File: src/rtl/gate_bist.sv
// Built-in self-test engine for single-output combinational gates: walks every
// input vector, samples the gate after a settle time and checks a truth table.
module gate_bist #(
  parameter int unsigned N_IN   = 2,
  parameter int unsigned SETTLE = 1
) (
  input  logic                 clk,
  input  logic                 rst_n,
  input  logic                 start,
  input  logic                 abort,
  input  logic [2**N_IN-1:0]   expected,
  input  logic                 dut_out,
  output logic [N_IN-1:0]      dut_in,
  output logic                 busy,
  output logic                 done,
  output logic                 pass,
  output logic [N_IN:0]        fail_count,
  output logic [N_IN-1:0]      first_fail_vec,
  output logic                 first_fail_valid
);

  localparam int unsigned NVEC        = 2**N_IN;
  localparam logic [3:0]  SETTLE_LAST = 4'(SETTLE - 1);

  typedef enum logic [1:0] {IDLE, APPLY, SAMPLE, DONE} state_t;

  state_t            r_state;
  logic [NVEC-1:0]   r_exp;
  logic [3:0]        r_settle;
  logic [N_IN-1:0]   r_dut_in;
  logic              r_busy;
  logic              r_done;
  logic              r_pass;
  logic [N_IN:0]     r_fail_count;
  logic [N_IN-1:0]   r_first_fail_vec;
  logic              r_first_fail_valid;

  logic              w_mismatch;
  logic              w_last_vec;

  assign w_mismatch = (dut_out != r_exp[r_dut_in]);
  assign w_last_vec = &r_dut_in;

  always_ff @(posedge clk or negedge rst_n) begin
    if (!rst_n) begin
      r_state            <= IDLE;
      r_exp              <= '0;
      r_settle           <= '0;
      r_dut_in           <= '0;
      r_busy             <= 1'b0;
      r_done             <= 1'b0;
      r_pass             <= 1'b0;
      r_fail_count       <= '0;
      r_first_fail_vec   <= '0;
      r_first_fail_valid <= 1'b0;
    end else begin
      case (r_state)
        IDLE: begin
          if (start) begin
            r_exp              <= expected;
            r_fail_count       <= '0;
            r_first_fail_valid <= 1'b0;
            r_pass             <= 1'b0;
            r_dut_in           <= '0;
            r_settle           <= '0;
            r_busy             <= 1'b1;
            r_state            <= APPLY;
          end
        end
        APPLY: begin
          if (abort) begin
            r_dut_in <= '0;
            r_busy   <= 1'b0;
            r_pass   <= 1'b0;
            r_state  <= IDLE;
          end else if (r_settle == SETTLE_LAST) begin
            r_state <= SAMPLE;
          end else begin
            r_settle <= r_settle + 4'd1;
          end
        end
        SAMPLE: begin
          if (abort) begin
            r_dut_in <= '0;
            r_busy   <= 1'b0;
            r_pass   <= 1'b0;
            r_state  <= IDLE;
          end else begin
            if (w_mismatch) begin
              r_fail_count <= r_fail_count + 1'b1;
              if (!r_first_fail_valid) begin
                r_first_fail_vec   <= r_dut_in;
                r_first_fail_valid <= 1'b1;
              end
            end
            // pass must account for a mismatch found in this final sample
            if (w_last_vec) begin
              r_done  <= 1'b1;
              r_pass  <= (r_fail_count == '0) && !w_mismatch;
              r_state <= DONE;
            end else begin
              r_dut_in <= r_dut_in + 1'b1;
              r_settle <= '0;
              r_state  <= APPLY;
            end
          end
        end
        DONE: begin
          r_done   <= 1'b0;
          r_busy   <= 1'b0;
          r_dut_in <= '0;
          r_state  <= IDLE;
        end
        default: r_state <= IDLE;
      endcase
    end
  end

  assign dut_in           = r_dut_in;
  assign busy             = r_busy;
  assign done             = r_done;
  assign pass             = r_pass;
  assign fail_count       = r_fail_count;
  assign first_fail_vec   = r_first_fail_vec;
  assign first_fail_valid = r_first_fail_valid;

endmodule
File: config.mk
export PLATFORM = sky130hd
export DESIGN_NAME = gate_bist
export DESIGN_NICKNAME = d
export VERILOG_FILES = /design/src/rtl/gate_bist.sv
export SDC_FILE = /design/constraint.sdc
export NUM_CORES = 1
export LEC_CHECK = 0
export ABC_AREA = 1
export CORE_UTILIZATION = 45
export DETAILED_ROUTE_END_ITERATION = 16
export PLACE_DENSITY = 0.69
export SLEW_MARGIN = 10
export SYNTH_ARGS = -nofsm -noshare
export SYNTH_HDL_FRONTEND = slang
export SYNTH_SLANG_ARGS = --single-unit
File: constraint.sdc
create_clock -name clk -period 1.7 [get_ports clk]
set_clock_uncertainty 0.05 [all_clocks]
set_input_delay 0.255 -clock clk [delete_from_list [all_inputs] [get_ports clk]]
set_output_delay 0.255 -clock clk [all_outputs]
set_load 0.01 [all_outputs]
==> impl_results.md, run 1 <==
- Crit. End Element: register
- First-pass detailed-route iteration total: 4
- Met1 Resource Use GR: 24.4%
- Largest net degree at the start of global routing: 22
- Drt initial violations: 13
- Core box area: 2570 µm²
- Final setup fails: 0
- Syn. warnings: 0
- Full die area: 3020 µm²
- Met2 Resource Use GR: 31.5%
- #FFs+latches synth: 21
- Max Cap Viol: 0
- Synth Instances: roughly 140
- Placer Congestion: 0.891
- Reg clk slew, reported paths: approximately 0.13 ns
- Die height: around 55 µm
- DPL Wire Length: 1.95 mm
- Gr usage total: 18.8%
- Worst-path fanout max: 5
- Worst rel slew slack: between 80% and 90%
- Setup ws final: 0.0659 ns
- Initial antenna violation count: 0
- Period minus WS final: 1.63 ns
- PortBufs: 19
- Hold buffers post-CTS: 0
- Root buffer cell: clkbuf_4
- Actual slew at the worst max-slew pin: 0.296 ns
- Fill count: roughly 220
- Top achievable clock speed: 612 MHz
- Peak supply drop: 931 µV
- Kind of critical path: register to register
- Final period util: between 90% and 100%
- # rows: 18
- WL per Instance: about 12 µm
- R2R cell count: 8
- GRT busiest layer: met2
- Inserted Clock Buffers: 3
- Status: finished clean
- First-pass GRT wire length: 4.01 mm
- Longest Clk Path Bufs: 2
- Place WS: between 0.01 and 0.015 ns
- Pwr/cell area: around 1400 nW/µm²
- Vias: just over 1000
- Max-slew violations: 0
- Post-Syn Area: 1260 µm²
- Die width: 54.9 µm
- Vias in the first global route: 960
- Total Wirelength: 2.52 mm
- Sink Count: 21
- Vias per Instance: approximately 5.1
- Layout Nets: between 150 and 200
- Ports: 20
- Clock latency on the worst-skew pair: 0.30 ns
- GRT overflow: 0
- P_leak: between 0.7 and 0.8 nW
- DRC: 0
- Hold_ws: 0.227 ns
- CTS tree: done
- Commonest non-fill, non-tap cell in the layout: nand2_1
- Share of layout cells above drive strength 1: 20.3%
- Req. time, crit path: around 1.9 ns
- Initial Util: 49.1%
- Seq/Total Area, Yosys: between 40% and 50%
- Routed Antenna Nets: 0
- Most frequent cells in the layout: nand2_1 (35), dfrtp_1 (19), clkdlybuf4s50_1 (19)
- Post-synthesis cell type count: 26
- H-tree depth: 1
- CP startpoint kind: register
- Grt met3 use: 4.37%
- Synthesized net count: 164
- Synth-to-layout area growth: 24.8%
- Final hold vios: 0
- # diodes: 0
- Syn avg cell area: ~9 µm²
- WP data arrival: 1.79 ns
- Worst Hold Class: input pin to asynchronous set/reset pin
-- metal layers --
layer	vias to the layer above	share of wire, %
met5	-	0
met4	0	0.52
met3	2	3.2
met2	16	49
met1	492	48
li1	526	-
-- worst max-delay path, stage by stage, from the launching register on --
cell     delay [ns]
dfrtp_1        0.43
inv_1          0.11
ha_1           0.23
nand2_1        0.18
o21ai_4        0.11
a21oi_4        0.19
nand2_2        0.11
nand2_1        0.08
nand2_1        0.05
-- through the flow --
step	setup TNS, ns	instances	cell area (µm²)	power (mW)	util (%)
final	0	202	1570	2.23	61.3
after floorplan	0	143	1260	1.58	-
after global placement	0	196	1520	1.87	59.2
after detailed placement	0	196	1520	1.93	59.2
after global routing	-0.00335	202	1570	2.43	61.3
after CTS	0	200	1550	2.17	60.2
-- registers in the layout (all words and copies together) (netlist names) --
name / count
r_settle: 4
fail_count: 3
first_fail_valid: 1
first_fail_vec: 2
busy: 1
dut_in: 2
r_exp: 4
pass: 1
done: 1
r_state: 2
-- cells by family (layout without fill, tap and decap cells) --
kind of cell | after synthesis | in the layout | share of synthesized area [%]
buf+inv | 20 | 49 | 5.95
compound gates | 17 | 17 | 9.42
xor+xnor | 3 | 3 | 2.08
fa+ha+maj | 12 | 12 | 11.9
flops | 21 | 21 | 41.7
simple gates | 66 | 66 | 25.4
mux | 4 | 4 | 3.57
-- what timing repair did --
item                                    CTS  global route
buffers inserted                          0             2
gates resized for setup                   0             4
endpoints found under the setup margin    0            12
-- Yosys cell counts --
cell type | count | area [µm²]
a21oi_1 | 1 | 5.00
mux2_2 | 4 | 45.0
inv_1 | 17 | 63.8
xor2_1 | 2 | 17.5
nand2_1 | 35 | 131
o21ai_2 | 4 | 35.0
nand3_2 | 2 | 20.0
nand3b_1 | 1 | 7.51
nor2_4 | 1 | 11.3
inv_2 | 3 | 11.3
dfrtp_1 | 21 | 526
nor2_2 | 1 | 6.26
nor2_1 | 5 | 18.8
a21oi_2 | 1 | 8.76
nand2_4 | 1 | 11.3
o211ai_1 | 1 | 7.51
nand4_1 | 5 | 31.3
o21ai_4 | 1 | 16.3
o21ai_0 | 5 | 25.0
a31oi_1 | 1 | 6.26
xnor2_1 | 1 | 8.76
ha_1 | 12 | 150
o21ai_1 | 3 | 15.0
nand3_1 | 10 | 50.1
nor3b_1 | 1 | 7.51
nand2_2 | 4 | 25.0
-- cell type report --
| cell class | instances | area (µm²) | area share, % |
|---|---|---|---|
| Multi-Input combinational cell | 102 | 671 | 42.6 |
| Timing Repair Buffer | 25 | 235 | 14.9 |
| Sequential cell | 21 | 528 | 33.5 |
| Tap cell | 30 | 37.5 | 2.38 |
| Clock inverter | 1 | 5.00 | 0.318 |
| Clock buffer | 3 | 22.5 | 1.43 |
| Inverter | 20 | 75.1 | 4.77 |
-- worst paths after layout --
kind	to	startpoint	slack [ns]
max in group asynchronous	dut_in[0]$_DFFE_PN0P_	rst_n	1.14
worst min register to register	first_fail_vec[0]$_DFFE_PN0P_	first_fail_vec[0]$_DFFE_PN0P_	0.44
worst max register to register	fail_count[2]$_DFFE_PN0P_	r_state[1]$_DFFE_PN0P_	0.07
worst max-delay path	fail_count[2]$_DFFE_PN0P_	r_state[1]$_DFFE_PN0P_	0.07
min in group clk	first_fail_vec[0]$_DFFE_PN0P_	first_fail_vec[0]$_DFFE_PN0P_	0.44
worst min-delay path	r_settle[0]$_DFFE_PN0P_	rst_n	0.23
-- where the power goes --
group / internal [mW] / switching (mW)
registers: 0.639 / 0.113
logic: 0.509 / 0.723
clock network: 0.0877 / 0.163
total: 1.23 / 0.999
Note: power is estimated with default switching activity, not from simulation.
==> inputs of run 2 (changes only) <==
--- a/config.mk
+++ b/config.mk
@@ -6,6 +6,7 @@
 export NUM_CORES = 1
 export LEC_CHECK = 0
 export ABC_AREA = 1
+export CAP_MARGIN = 20
 export CORE_UTILIZATION = 45
 export DETAILED_ROUTE_END_ITERATION = 16
 export PLACE_DENSITY = 0.69
==> results of run 2 <==
Final layout, timing and power as in run 1 (identical DEF).
